### src/rtl/cla_pipe_addsub.sv
// Pipelined carry-lookahead adder/subtractor: 4-bit lookahead groups, group carries
// rippled within a segment, one segment per pipeline stage, valid/ready on both sides.
module cla_pipe_addsub #(
    parameter int unsigned WIDTH  = 32,
    parameter int unsigned STAGES = 2
) (
    input  logic             clk,
    input  logic             rst,
    input  logic             in_valid,
    output logic             in_ready,
    input  logic [WIDTH-1:0] a,
    input  logic [WIDTH-1:0] b,
    input  logic             cin,
    input  logic             sub,
    output logic             out_valid,
    input  logic             out_ready,
    output logic [WIDTH-1:0] sum,
    output logic             cout,
    output logic             ovf,
    output logic             zero
);

    localparam int unsigned SEGW = WIDTH / STAGES;
    localparam int unsigned GPS  = SEGW / 4;

    logic             adv;
    logic [WIDTH-1:0] b_eff;
    logic             c0;

    // Subtraction folds into addition of the inverted operand and inverted borrow.
    always_comb begin
        b_eff = sub ? ~b : b;
        c0    = sub ? ~cin : cin;
    end

    // Whole pipeline moves as one; stalls only when a presented result is refused.
    assign adv      = !out_valid || out_ready;
    assign in_ready = adv;

    // One segment: GPS lookahead groups, carry rippling group to group; returns {cout, sum}.
    function automatic logic [SEGW:0] seg_add(input logic [SEGW-1:0] x,
                                               input logic [SEGW-1:0] y,
                                               input logic            ci);
        logic [SEGW-1:0] p;
        logic [SEGW-1:0] g;
        logic [SEGW-1:0] s;
        logic [3:0]      gp;
        logic [3:0]      gg;
        logic            c;
        logic            c1;
        logic            c2;
        logic            c3;
        p = x ^ y;
        g = x & y;
        s = '0;
        c = ci;
        for (int i = 0; i < int'(GPS); i++) begin
            gp = p[4*i +: 4];
            gg = g[4*i +: 4];
            c1 = gg[0] | (gp[0] & c);
            c2 = gg[1] | (gp[1] & gg[0]) | (gp[1] & gp[0] & c);
            c3 = gg[2] | (gp[2] & gg[1]) | (gp[2] & gp[1] & gg[0])
               | (gp[2] & gp[1] & gp[0] & c);
            s[4*i +: 4] = gp ^ {c3, c2, c1, c};
            c  = gg[3] | (gp[3] & gg[2]) | (gp[3] & gp[2] & gg[1])
               | (gp[3] & gp[2] & gp[1] & gg[0]) | (gp[3] & gp[2] & gp[1] & gp[0] & c);
        end
        return {c, s};
    endfunction

    for (genvar k = 0; k < STAGES; k++) begin : g_st
        localparam int unsigned SW = (k + 1) * SEGW;
        localparam int unsigned RW = WIDTH - SW;

        logic             v_q;
        logic             c_q;
        logic [SW-1:0]    s_q;
        logic             v_d;
        logic             ci;
        logic [SW-1:0]    s_d;
        logic [RW+SEGW-1:0] src_a;
        logic [RW+SEGW-1:0] src_b;
        logic [SEGW:0]    r;

        // Operands not yet consumed travel with the item; finished sum bits ride along below.
        if (k == 0) begin : g_src
            assign v_d   = in_valid && in_ready;
            assign src_a = a;
            assign src_b = b_eff;
            assign ci    = c0;
            assign s_d   = r[SEGW-1:0];
        end else begin : g_src
            assign v_d   = g_st[k-1].v_q;
            assign src_a = g_st[k-1].g_fwd.a_q;
            assign src_b = g_st[k-1].g_fwd.b_q;
            assign ci    = g_st[k-1].c_q;
            assign s_d   = {r[SEGW-1:0], g_st[k-1].s_q};
        end

        assign r = seg_add(src_a[SEGW-1:0], src_b[SEGW-1:0], ci);

        always_ff @(posedge clk) begin
            if (rst) begin
                v_q <= 1'b0;
                c_q <= 1'b0;
                s_q <= '0;
            end else if (adv) begin
                v_q <= v_d;
                c_q <= r[SEGW];
                s_q <= s_d;
            end
        end

        if (k < STAGES - 1) begin : g_fwd
            logic [RW-1:0] a_q;
            logic [RW-1:0] b_q;

            always_ff @(posedge clk) begin
                if (rst) begin
                    a_q <= '0;
                    b_q <= '0;
                end else if (adv) begin
                    a_q <= src_a[RW+SEGW-1:SEGW];
                    b_q <= src_b[RW+SEGW-1:SEGW];
                end
            end
        end else begin : g_out
            logic ovf_q;
            logic zero_q;

            // Carry into the MSB is recovered as a^b'^sum at that bit.
            always_ff @(posedge clk) begin
                if (rst) begin
                    ovf_q  <= 1'b0;
                    zero_q <= 1'b0;
                end else if (adv) begin
                    ovf_q  <= r[SEGW] ^ (src_a[SEGW-1] ^ src_b[SEGW-1] ^ r[SEGW-1]);
                    zero_q <= ~|s_d;
                end
            end
        end
    end

    assign out_valid = g_st[STAGES-1].v_q;
    assign sum       = g_st[STAGES-1].s_q;
    assign cout      = g_st[STAGES-1].c_q;
    assign ovf       = g_st[STAGES-1].g_out.ovf_q;
    assign zero      = g_st[STAGES-1].g_out.zero_q;

endmodule
### config.mk
export PLATFORM = sky130hd
export DESIGN_NAME = cla_pipe_addsub
export DESIGN_NICKNAME = d
export VERILOG_FILES = /design/src/rtl/cla_pipe_addsub.sv
export SDC_FILE = /design/constraint.sdc
export NUM_CORES = 1
export LEC_CHECK = 0
export BUFFER_PORTS_ARGS = -buffer_cell sky130_fd_sc_hd__buf_2
export CAP_MARGIN = 20
export CORE_ASPECT_RATIO = 2
export CORE_MARGIN = 3
export CORE_UTILIZATION = 44
export CTS_BUF_LIST = sky130_fd_sc_hd__clkbuf_8
export DETAILED_ROUTE_END_ITERATION = 8
export MAX_ROUTING_LAYER = met4
export PLACE_DENSITY = 0.64
export SLEW_MARGIN = 20
export SYNTH_ARGS = -nofsm -noshare
export SYNTH_HDL_FRONTEND = slang
export SYNTH_SLANG_ARGS = --single-unit
### constraint.sdc
create_clock -name clk -period 10.5 [get_ports clk]
set_input_delay 2.1 -clock clk [delete_from_list [all_inputs] [get_ports clk]]
set_output_delay 2.1 -clock clk [all_outputs]
set_load 0.01 [all_outputs]
# After elaboration in Yosys (flattened, before gate mapping)
# Cells that the tools add are included.
[totals]
out_inout_bits = 37
regBits = 86
[op_classes]
muxes = 2
n_reduce_logical = 5
n_bitwise = 225
[op_table]
columns = ["op", "count"]
rows = [
  ["AND 1 bit", 128],
  ["OR 1 bit", 80],
  ["AND 16 bit", 2],
  ["two-way mux 32 bit", 1],
  ["inverter 32 bit", 1],
  ["OR reduction 32 bit", 1],
  ["bitwise XOR 16 bit", 2],
  ["bitwise XOR 4 bit", 8],
  ["bitwise XOR 1 bit", 3],
  ["zero test 1 bit", 2],
  ["logical AND 1 bit", 1],
  ["logical OR 1 bit", 1],
  ["two-way mux 1 bit", 1],
  ["inverter 1 bit", 1],
]

# Depth between registers and ports, before layout
[logic_depth]
word_depth = 15
depth_mapped = 14
depth_no_buf = 13

# Least setup slack after synthesis
# No wires, ideal clock.
[synth_path]
kind = "input to register"
from = "input sub"
to = "register g_st[0].s_q[12]"
setup_ns = 0.086
path_stages = 12
setup_slack_ns = 5.139
path_buffers = 3
arrival_ns = 5.275
path_cell_list = "buf_2 > buf_1 > clkbuf_1 > xor2_1 > ha_1 > a21oi_1 > o221ai_2 > a21o_1 > a211o_1 > a31oi_1 > fa_1 > a211oi_1"
[synth_via]
elab_chain_len = 12
word_cells_on_any_way = 38
cone_classes = "mux (2); bitwise (36)"
[synth_lines]
columns = ["element", "line", "text"]
rows = [
  ["from (decl)", "14", "input logic sub,"],
  ["two-way mux 32 bit", "32", "b_eff = sub ? ~b : b;"],
  ["bitwise XOR 16 bit / AND 16 bit (equally long branches)", "53, 54", ""],
  ["AND 1 bit, on equally long branches", "65, 66", ""],
  ["OR 1 bit, or another cell as far along", "65", "c = gg[3] | (gp[3] & gg[2]) | (gp[3] & gp[2] & gg[1])"],
  ["OR 1 bit / AND 1 bit (equally long branches)", "65, 66", ""],
  ["OR 1 bit / AND 1 bit (equally long branches)", "66", "| (gp[3] & gp[2] & gp[1] & gg[0]) | (gp[3] & gp[2] & gp[1] & gp[0] & c);"],
  ["OR 1 bit", "66", ""],
  ["AND 1 bit", "66", ""],
  ["OR 1 bit", "66", ""],
  ["AND 1 bit", "66", ""],
  ["OR 1 bit", "66", ""],
  ["bitwise XOR 4 bit *", "64", "s[4*i +: 4] = gp ^ {c3, c2, c1, c};"],
  ["to (signal assigned)", "106", "s_q <= '0;"],
  ["to (signal assigned)", "110", "s_q <= s_d;"],
  ["to (decl)", "77", "logic [SW-1:0] s_q;"],
]
# Every way passes the cells marked *; elsewhere a longest branch is shown, timed or not.
# A chain may end at the register's enable or synchronous reset.

# Worst setup path after layout
# Ends and elaborated chain as after synthesis.

==> flow_summary_export.csv <==
group,metric,value,unit
sta,rsz0062_at_grt,"no",
pwr,ir_worst_vdd,0.0000944,V
sta,relSlewSlack,33.5,%
hold_path,min_path_cells,2,
drt,wl_per_cell,14.3,µm
logic_synthesis,synthesis.nets,667,
drt,routed_wl,11200,µm
floorplan,die_w,78.3,µm
worst_setup_path,r2r_cells,12,
clock_network,ctsHtreeMaxLevel,3,
final_layout,final_common_cell,"nand2_1",
sta,fmax,0.202,GHz
sta,drv_slew,0,
pwr,power,0.884,mW
drt,routed_via_density,5.17,
sta,fin_ws,5.56,ns
worst_setup_path,setup.worst_path.start_class,"primary input",
worst_setup_path,arrival,5.21,ns
final_layout,fin_cells,784,
logic_synthesis,yosysWarnings,0,
logic_synthesis,synth_flop_cell,"dfxtp_1",
clock_network,cts_tree,"yes",
grt,grt_pass1_vias,4009,
grt,grt_max_degree,105,
place,place_congestion,0.872,
grt,overflow,0,
drt,detail-route-antenna-nets,0,
final_layout,antennaDiodeCount,0,
sta,fin_crit,4.94,ns
clock_network,cts_buffers,9,
clock_network,clockBufferDepth,2,
logic_synthesis,ys_seq_area_share,37.5,%
place,dpl_cell_area,5190,µm²
final_layout,finish.utilization,53.5,%
drt,drt_iter0_markers,155,
clock_network,postCtsSetupRepairBufs,0,
worst_setup_path,cp_data_required_time,10.77,ns
clock_network,clk_pin_slew_worst_paths,0.08,ns
logic_synthesis,synth_cells,557,
final_layout,num-nets-final,754,
sta,finalSetupViolCount,0,
sta,tns,0,ns
final_layout,drive_gt1_share,20.2,%
worst_setup_path,slowest_stage,"buf_2",
worst_setup_path,end_kind,"flop",
logic_synthesis,synth-seq-cells,86,
floorplan,core_area,10100,µm²
floorplan,start_util,45.3,%
grt,grt_pass1_wl,18200,µm
clock_network,cts.sinks,86,
hold_path,hold_class,"flop to flop",
place,dp_cells,768,
clock_network,clk_latency,0.36,ns
floorplan,ios,107,
drt,drc,0,
worst_setup_path,critPathMaxFanout,33,
place,port_buffers,106,
logic_synthesis,synth_edf_count,0,
final_layout,area_growth,18.1,%
floorplan,die-area,11800,µm²
worst_setup_path,path_cells,"buf_2 -> xor2_1 -> ha_1 -> a21oi_1 -> o221ai_2 -> a21o_1 -> a211o_1 -> a31oi_1 -> fa_1 -> a211oi_1",
clock_network,cts_repair_resize_count,0,
place,dp_slack,5.15,ns
sta,finalCritPeriodShare,47.1,%
place,dp_hpwl,8280,µm
logic_synthesis,syn_area,4590,µm²
clock_network,cts_root_buf,"clkbuf_8",
drt,via_count,4055,
floorplan,rows,52,
final_layout,fillers,1035,
pwr,power_density,163,nW/µm²
worst_setup_path,max_stage_delay,0.73,ns
worst_setup_path,crit_type,"primary input to flop",
final_layout,layout_common_cells,"nand2_1 (118), buf_2 (106), dfxtp_1 (86)",
sta,final_hold_viol_count,0,
logic_synthesis,yosys.cell_types.count,44,
sta,clock_skew,0.00810,ns
status,status,"finished clean",
flow_run,drv_cap,0,
logic_synthesis,synthArstFlopShare,0,%
final_layout,final_cell_area,5430,µm²
drt,drt_first_pass_iters,4,
grt,antenna_found_initial,0,
logic_synthesis,syn_area_per_cell,8.25,µm²
floorplan,die_y,151,µm
sta,tightestPinTransition,0.998,ns
pwr,p_leak,2.52,nW
grt,grt_usage,20.1,%
clock_network,cts_hold_buf,0,
sta,whs,0.448,ns
[worst paths after layout]
check | startpoint | end | slack, ns
setup / recovery | sub | g_st[0].s_q[12] | 5.56
hold / removal | sum[3] | sum[3] | 0.45
setup reg to reg | g_st[0].g_fwd.a_q[0] | zero | 6.18
hold reg to reg | sum[3] | sum[3] | 0.45
[layer usage]
layer	wire (µm)	global-route usage [%]	vias up
met1	4170	20.2	1878
li1	-	-	2052
met2	6170	37.3	107
met5	0	-	-
met3	514	4.19	18
met4	342	8.06	0
[registers in the layout, summed over array words and instances (netlist names)]
register	cells
sum	32
g_st.g_fwd.a_q	16
g_st.g_fwd.b_q	16
g_st.s_q	16
cout	1
g_st.c_q	1
g_st.v_q	1
out_valid	1
ovf	1
zero	1
[logic make-up after synthesis]
family                     share of synthesized area, %
adders and majority gates                          12.2
and+or+nand+nor                                    17.8
DFF                                                37.5
AOI/OAI and AO/OA                                  17.1
buffers and inverters                              4.44
xor gates and xnor gates                           11.0
[synthesized netlist by cell type (2+ instances only)]
cell type / count / area (µm²)
o21ai_1: 6 / 30.0
nor4_1: 3 / 18.8
a211oi_1: 29 / 218
nand2b_1: 3 / 18.8
or4_1: 4 / 30.0
nand4_1: 3 / 18.8
a31oi_1: 2 / 12.5
nand3_1: 3 / 15.0
buf_1: 3 / 11.3
nor2b_1: 3 / 18.8
a211o_1: 2 / 17.5
inv_1: 18 / 67.6
dfxtp_1: 86 / 1720
a21oi_1: 74 / 370
a21o_1: 6 / 45.0
o21ai_0: 4 / 20.0
nand2_1: 118 / 443
nand3b_1: 2 / 15.0
nor3_1: 4 / 20.0
xor2_1: 25 / 219
nor2_1: 41 / 154
fa_1: 8 / 160
xnor2_1: 31 / 272
ha_1: 32 / 400
clkbuf_1: 28 / 105
[cell type report]
class	count	area (µm²)	share of cell area, %
tap	135	169	3.11
multi-input combinational	419	2680	49.3
clock buffer	9	124	2.28
clock inverter	7	113	2.07
timing repair buffer	109	553	10.2
inverter	19	71.3	1.31
sequential	86	1720	31.7
[power by group]
part           switching (mW)  total (mW)  internal [mW]
Combinational           0.121       0.220         0.0989
Clock                   0.118       0.274          0.157
Sequential             0.0258       0.390          0.364
Total                   0.265       0.884          0.620
[worst max-delay path: cells and delay by family]
family | cells | cell delay (ns)
buffers and inverters | 1 | 0.73
XOR/XNOR | 1 | 0.15
adder cells (fa/ha/maj) | 2 | 0.82
AO/OA/AOI/OAI | 6 | 1.40
Power figures use the tool's default switching activity.
